`src/rtl/rect_draw_engine.sv`:
```
// Rectangle/sprite raster engine: sweeps an x/y counter pair over a commanded
// rectangle and streams one clipped, optionally ROM-sourced pixel per clock.
module rect_draw_engine #(
  parameter int X_W         = 8,
  parameter int Y_W         = 7,
  parameter int COLOR_W     = 3,
  parameter int SCREEN_W    = 160,
  parameter int SCREEN_H    = 120,
  parameter int ADDR_W      = 14,
  parameter int BG_COLOR    = 0,
  parameter int TRANSPARENT = 5
) (
  input  logic               clock,
  input  logic               reset,
  input  logic               start,
  input  logic [1:0]         mode,
  input  logic [X_W-1:0]     x_in,
  input  logic [Y_W-1:0]     y_in,
  input  logic [X_W-1:0]     w_in,
  input  logic [Y_W-1:0]     h_in,
  input  logic [COLOR_W-1:0] color_in,
  input  logic               abort,
  input  logic [COLOR_W-1:0] rom_data,
  output logic [ADDR_W-1:0]  rom_addr,
  output logic               busy,
  output logic [X_W-1:0]     xout,
  output logic [Y_W-1:0]     yout,
  output logic [COLOR_W-1:0] color,
  output logic               plot,
  output logic               done
);

  typedef enum logic {IDLE, DRAW} state_t;

  localparam logic [1:0]         M_ERASE  = 2'd1;
  localparam logic [1:0]         M_SPRITE = 2'd2;
  localparam logic [X_W:0]       SCR_W    = (X_W+1)'(SCREEN_W);
  localparam logic [Y_W:0]       SCR_H    = (Y_W+1)'(SCREEN_H);
  localparam logic [COLOR_W-1:0] BG       = COLOR_W'(BG_COLOR);
  localparam logic [COLOR_W-1:0] TRANSP   = COLOR_W'(TRANSPARENT);
  localparam logic [X_W-1:0]     X_ONE    = X_W'(1);
  localparam logic [Y_W-1:0]     Y_ONE    = Y_W'(1);

  state_t state, state_nxt;

  logic [X_W-1:0]     x_q, w_q, xcnt;
  logic [Y_W-1:0]     y_q, h_q, ycnt;
  logic [1:0]         mode_q;
  logic [COLOR_W-1:0] color_q;
  logic [X_W:0]       xs;
  logic [Y_W:0]       ys;
  logic               row_end, last, zero_size, plot_q;

  function automatic logic [COLOR_W-1:0] pick_color(input logic [1:0]         m,
                                                     input logic [COLOR_W-1:0] fill,
                                                     input logic [COLOR_W-1:0] rom);
    case (m)
      M_ERASE:  return BG;
      M_SPRITE: return rom;
      default:  return fill;
    endcase
  endfunction

  assign row_end   = (xcnt == w_q - X_ONE);
  assign last      = row_end && (ycnt == h_q - Y_ONE);
  assign zero_size = (w_in == '0) || (h_in == '0);
  assign xs        = {1'b0, x_q} + {1'b0, xcnt};
  assign ys        = {1'b0, y_q} + {1'b0, ycnt};
  assign busy      = (state == DRAW);

  always_ff @(posedge clock) begin
    if (reset) state <= IDLE;
    else       state <= state_nxt;
  end

  always_comb begin
    state_nxt = state;
    case (state)
      IDLE: if (start && !zero_size) state_nxt = DRAW;
      DRAW: if (abort || last)       state_nxt = IDLE;
      default: state_nxt = IDLE;
    endcase
  end

  // Command latch and sweep counters (DRAW cycle, stage p0)
  always_ff @(posedge clock) begin
    if (reset) begin
      x_q      <= '0;
      y_q      <= '0;
      w_q      <= '0;
      h_q      <= '0;
      mode_q   <= '0;
      color_q  <= '0;
      xcnt     <= '0;
      ycnt     <= '0;
      rom_addr <= '0;
    end else if (state == IDLE) begin
      if (start) begin
        x_q      <= x_in;
        y_q      <= y_in;
        w_q      <= w_in;
        h_q      <= h_in;
        mode_q   <= mode;
        color_q  <= color_in;
        xcnt     <= '0;
        ycnt     <= '0;
        rom_addr <= '0;
      end
    end else begin
      if (row_end) begin
        xcnt <= '0;
        ycnt <= ycnt + Y_ONE;
      end else begin
        xcnt <= xcnt + X_ONE;
      end
      rom_addr <= rom_addr + ADDR_W'(1);
    end
  end

  // Output stage (p1): coordinates, clip-qualified plot and completion pulse
  always_ff @(posedge clock) begin
    if (reset) begin
      xout   <= '0;
      yout   <= '0;
      plot_q <= 1'b0;
      done   <= 1'b0;
    end else begin
      xout   <= xs[X_W-1:0];
      yout   <= ys[Y_W-1:0];
      plot_q <= (state == DRAW) && !abort && (xs < SCR_W) && (ys < SCR_H);
      done   <= ((state == IDLE) && start && zero_size) ||
                ((state == DRAW) && !abort && last);
    end
  end

  // rom_data arrives with the output cycle, so the sprite colour and its
  // transparency test are taken combinationally here.
  assign color = pick_color(mode_q, color_q, rom_data);
  assign plot  = plot_q && ((mode_q != M_SPRITE) || (rom_data != TRANSP));

endmodule

```
`config.mk`:
```
export PLATFORM = sky130hd
export DESIGN_NAME = rect_draw_engine
export DESIGN_NICKNAME = d
export VERILOG_FILES = /design/src/rtl/rect_draw_engine.sv
export SDC_FILE = /design/constraint.sdc
export NUM_CORES = 1
export LEC_CHECK = 0
export BUFFER_PORTS_ARGS = -buffer_cell sky130_fd_sc_hd__clkbuf_2
export CORE_MARGIN = 5
export CORE_UTILIZATION = 45
export DETAILED_ROUTE_END_ITERATION = 8
export PLACE_DENSITY = 0.79
export SLEW_MARGIN = 25
export SYNTH_ARGS = -nofsm -noshare
export SYNTH_HDL_FRONTEND = slang
export SYNTH_SLANG_ARGS = --single-unit
```
`constraint.sdc`:
```
create_clock -name clock -period 3.5 [get_ports clock]
set_clock_uncertainty 0.05 [all_clocks]
set_input_delay 0.35 -clock clock [delete_from_list [all_inputs] [get_ports clock]]
set_output_delay 0.35 -clock clock [all_outputs]
set_load 0.005 [all_outputs]
```
# [Word-level counts from Yosys, hierarchy flattened]
# Index checks and enable logic that the tools add are counted.
[totals] reg_bits=82 in_bits=42
[classes] n_addsub=7 order_cmp=2 n_eq_ne=7 n_mux=12 bitwise_logic=1 reduce_logical=20
[ops] op="2-to-1 mux 14 bit" n=2
[ops] op="2-to-1 mux 8 bit" n=3
[ops] op="2-to-1 mux 7 bit" n=3
[ops] op="adder 14 x 1 -> 14 bit, second input constant" n=1
[ops] op="adder 8 x 8 -> 9 bit" n=1
[ops] op="logical AND 1 bit" n=9
[ops] op="< comparator 9 x 8 -> 1 bit, second input constant" n=1
[ops] op="adder 7 x 7 -> 8 bit" n=1
[ops] op="adder 8 x 1 -> 8 bit, second input constant" n=1
[ops] op="== test 8 bit" n=1
[ops] op="logical NOT 8 bit" n=1
[ops] op="< comparator 8 x 7 -> 1 bit, second input constant" n=1
[ops] op="subtractor 8 x 1 -> 8 bit, second input constant" n=1
[ops] op="adder 7 x 1 -> 7 bit, second input constant" n=1
[ops] op="== test 7 bit" n=1
[ops] op="logical NOT 7 bit" n=1
[ops] op="subtractor 7 x 1 -> 7 bit, second input constant" n=1
[ops] op="one-hot mux 3 bit (2 select lines)" n=1
[ops] op="logical OR 1 bit" n=4
[ops] op="AND reduction 2 bit" n=2
[ops] op="inequality test 3 bit, second input constant" n=1
[ops] op="== test 2 x 1 -> 1 bit, second input constant" n=1
[ops] op="== test 2 bit, second input constant" n=1
[ops] op="logical NOT 1 bit" n=2
[ops] op="other kinds (6)" n=7

# [Longest topological paths before layout]
[depth] ltp_word=6 ltp_mapped=11 ltp_nobuf=10

# [Worst setup path after synthesis]
# No wires, ideal clock.
[synth_timing] path_type="register to register" start="register ycnt[2]" end="register plot_q" setup_ns=0.131 arrival_time_ns=2.142 t_required_ns=3.319 slack_ns=1.177 path_stages_with_launch=9 n_path_buf=0 period_less_slack_ns=2.323 cell_sequence="dfxtp_1 -> ha_1 -> nor2b_1 -> o21ai_0 -> a21boi_0 -> or4_1 -> a2111o_1 -> o22ai_1 -> a211oi_1"
[synth_between] elab_chain_cells=3
[synth_rtl] item="from (decl)" line_no="47" rtl="logic [Y_W-1:0] y_q, h_q, ycnt;"
[synth_rtl] item="from (signal assigned)" line_no="112" rtl="ycnt <= ycnt + Y_ONE;"
[synth_rtl] item="adder 7 x 7 -> 8 bit" line_no="68" rtl="assign ys = {1'b0, y_q} + {1'b0, ycnt};"
[synth_rtl] item="< comparator 8 x 7 -> 1 bit" line_no="130" rtl="plot_q <= (state == DRAW) && !abort && (xs < SCR_W) && (ys < SCR_H);"
[synth_rtl] item="logical AND 1 bit" line_no="130"
[synth_rtl] item="to (signal assigned)" line_no="130"
[synth_rtl] item="to (decl)" line_no="52" rtl="logic row_end, last, zero_size, plot_q;"
# No other way between the ends.
# A chain may end at the register's enable or synchronous reset.

# [Worst setup path in the final report]
[layout_timing] start="register w_q[0]" end="register ycnt[5]"
[layout_between] elab_chain_cells=4
[layout_rtl] item="from (decl)" line_no="46" rtl="logic [X_W-1:0] x_q, w_q, xcnt;"
[layout_rtl] item="from (signal assigned)" line_no="101" rtl="w_q <= w_in;"
[layout_rtl] item="subtractor 8 x 1 -> 8 bit" line_no="64" rtl="assign row_end = (xcnt == w_q - X_ONE);"
[layout_rtl] item="== test 8 bit" line_no="64"
[layout_rtl] item="inequality test 2 x 1 -> 1 bit (no source line)"
[layout_rtl] item="AND reduction 2 bit (no source line)"
# No other way between the ends.

==> metrics.yaml <==
cp_cell_sequence: "inv_1 -> ha_1 -> o21ai_0 -> o22ai_1 -> a2111oi_2 -> nand3_2 -> or4_1 -> a21oi_1"
cts_root_buf: "clkbuf_8"
drv_cap: 0
grt_pass1_vias: 3778
die-width_um: 106
grt_use_met1_pct: 22.6
drc: 0
setup.worst_path.end: "ycnt[5]"
die_y_um: 106
drtAntennaViolNets: 0
num_rows: 35
diodes: 0
vias: 3858
reg2reg_to: "ycnt[5]"
synth.distinct_cells: 52
worstPathArrival_ps: 2860
hold_path.class: "input port to flip-flop"
dieArea_mm2: 0.0113
busiest_layer: "met2"
fin_nets: 658
synthArstFlopShare_pct: 0
netlist_area_mm2: 0.00418
maxSlewHeadroom_pct: 53.8
drt-initial-drc-count: 123
ff2ff_path_depth: 8
synth_xor_area_share_pct: 6.91
yosysWarnings: 0
io_buffers: 76
viasPerCell: 5.45
ys_seq_elements: 82
p_leak_nw: 2.09
startpoint: "w_q[0]"
setup_tns_ps: 0
drive_gt1_share_pct: 17.4
slowest_stage: "a2111oi_2"
grt_pass1_wl_um: 17100
yosysTopAreaCell: "dfxtp_1"
first_pass_iters: 6
status: "finished, final reports clean"
rsz0062_at_grt: "false"
setup_violations: 0
synthAdderAreaFrac_pct: 7.24
fillers: 838
yosys.area_share.simple_pct: 24.4
hold_buffers: 0
hold_viol_final: 0
synth_top_family_by_area: "simple AND/OR/NAND/NOR gates"
cts_max_path_buffers: 2
synth-compound-area-share_pct: 16.9
syn_to_final_growth_pct: 15.8
synth_edf_count: 0
syn_inst: 525
clkLatencyLatePin_ps: 350
overflow: 0
gr-usage-all-layers_pct: 18.3
regArea_mm2: 0.00164
layout_commonest_cell: "nand2_1"
power_density_mw_per_mm2: 406
ios: 77
worstSetupStartpointType: "flip-flop"
post_cts_resized: 0
critPathMaxFanout: 12
final_cell_mix: "101 x nand2_1, 82 x dfxtp_1, 76 x clkbuf_2"
grt_max_degree: 68
tightest_slew_ps: 693
cts_max_level: 3
fmax_mhz: 380
post-cts-setup-buffers: 0
yosysTopAreaCellShare_pct: 39.3
irDropWorstVdd_uv: 175
synthFlopType: "dfxtp_1"
use_met2_pct: 31.4
dp_hpwl_um: 7490
multi_input_area_mm2: 0.00237
crit-reg2reg-launch: "w_q[0]"
period_needed_ps: 2630
max_stage_delay_ps: 500
synthMuxAreaShare_pct: 1.11
power_w: 0.00197
antenna_found_initial: 0
wl_per_cell_um: 14.3
drv_slew: 0
end_kind: "flip-flop"
start_util_pct: 45.7
tritoncts: "done"
coreArea_mm2: 0.00915
r2r_slack_ps: 870
path_clk_slew_ps: 80
wl_um: 10100
synth-seq-area-share_pct: 39.3
cp.required_ps: 3730
gp_congestion: 0.894
fin_crit_sh_pct: 75.2
numCtsBuffers: 9
crit_type: "flip-flop to flip-flop"
grtUsageMet3_pct: 3.34
cts_sinks: 82
synth_nets: 590
synth_area_leaders: "dfxtp_1 39%, nand2_1 9.1%, a21oi_1 7.4%"
syn_avg_cell_area_um2: 7.96
[cells by family (layout without fill, tap and decap cells)]
group                      after synthesis  after routing
xor gates and xnor gates                33             33
DFF                                     82             82
and+or+nand+nor                        221            221
adders and majority gates               23             23
muxes                                    4              4
AOI/OAI and AO/OA                      118            118
buffers and inverters                   44            116
[final cells by class]
type,instances,area share (%)
inverters,21,1.63
multi-input cells,399,48.9
well taps,111,2.87
flip-flops and latches,82,33.9
clock inverters,2,0.724
repair buffers,80,8.48
clock buffers,13,3.49
[metal layers]
layer  vias to the layer above  routed length, um
met5                         -                  0
met2                        90               4980
met1                      1807               4520
li1                       1945                  -
met3                        16                431
met4                         0                180
[sequential cells by signal (all words and copies together) (netlist names)]
| name | count |
|---|---|
| done | 1 |
| h_q | 7 |
| y_q | 7 |
| ycnt | 7 |
| color_q | 3 |
| plot_q | 1 |
| mode_q | 2 |
| yout | 7 |
| w_q | 8 |
| busy | 1 |
| rom_addr | 14 |
| xcnt | 8 |
| xout | 8 |
| x_q | 8 |
[worst max-delay path: cells and delay by family (launching register included)]
family | cells | cell delay, ps
and+or+nand+nor | 2 | 780
buffers and inverters | 1 | 80
AOI/OAI and AO/OA | 4 | 930
adders and majority gates | 1 | 300
DFF | 1 | 440
[per-stage QoR]
| stage | utilization [%] | hold slack [ps] | cell area [um^2] | cells | setup WS, ps |
|---|---|---|---|---|---|
| global route | 52.9 | 170 | 4840 | 708 | 627 |
| detailed placement | 50.7 | 406 | 4640 | 693 | 855 |
| global placement | 50.7 | 396 | 4640 | 693 | 978 |
| floorplan | - | 386 | 4180 | 525 | 1180 |
| CTS | 52.9 | 157 | 4840 | 708 | 845 |
| finish | 52.9 | 165 | 4840 | 708 | 869 |
[synthesized netlist by cell type (5+ instances only)]
library cell and number:
nand2_1 101, xor2_1 19, and3_1 10, nand4_1 5
a31oi_1 8, dfxtp_1 82, nor3_1 12, a21o_1 5
nand2b_1 7, a21oi_1 62, xnor2_1 14, buf_1 5
or2_2 5, nand3_1 19, inv_1 21, ha_1 21
clkbuf_1 17, o21ai_0 15, nor2_1 36, nor2b_1 7
[how the worst min path moves through the flow]
stage	slack, ps	cells past startpoint	end	start
floorplan	390	2	mode_q[0]	mode_q[0]
global placement	400	2	color_q[0]	color_q[0]
global route	170	3	y_q[4]	y_in[4]
detailed placement	410	2	color_q[2]	color_q[2]
CTS	160	3	x_q[0]	x_in[0]
finish	170	3	x_q[0]	x_in[0]
[power breakdown]
part           switching (W)  leakage (nW)  internal, W
sequential         0.0000355         0.668     0.000969
clock               0.000327         0.106     0.000384
combinational       0.000144          1.32     0.000108
total               0.000507          2.09      0.00146
(Power assumes the default switching activity.)
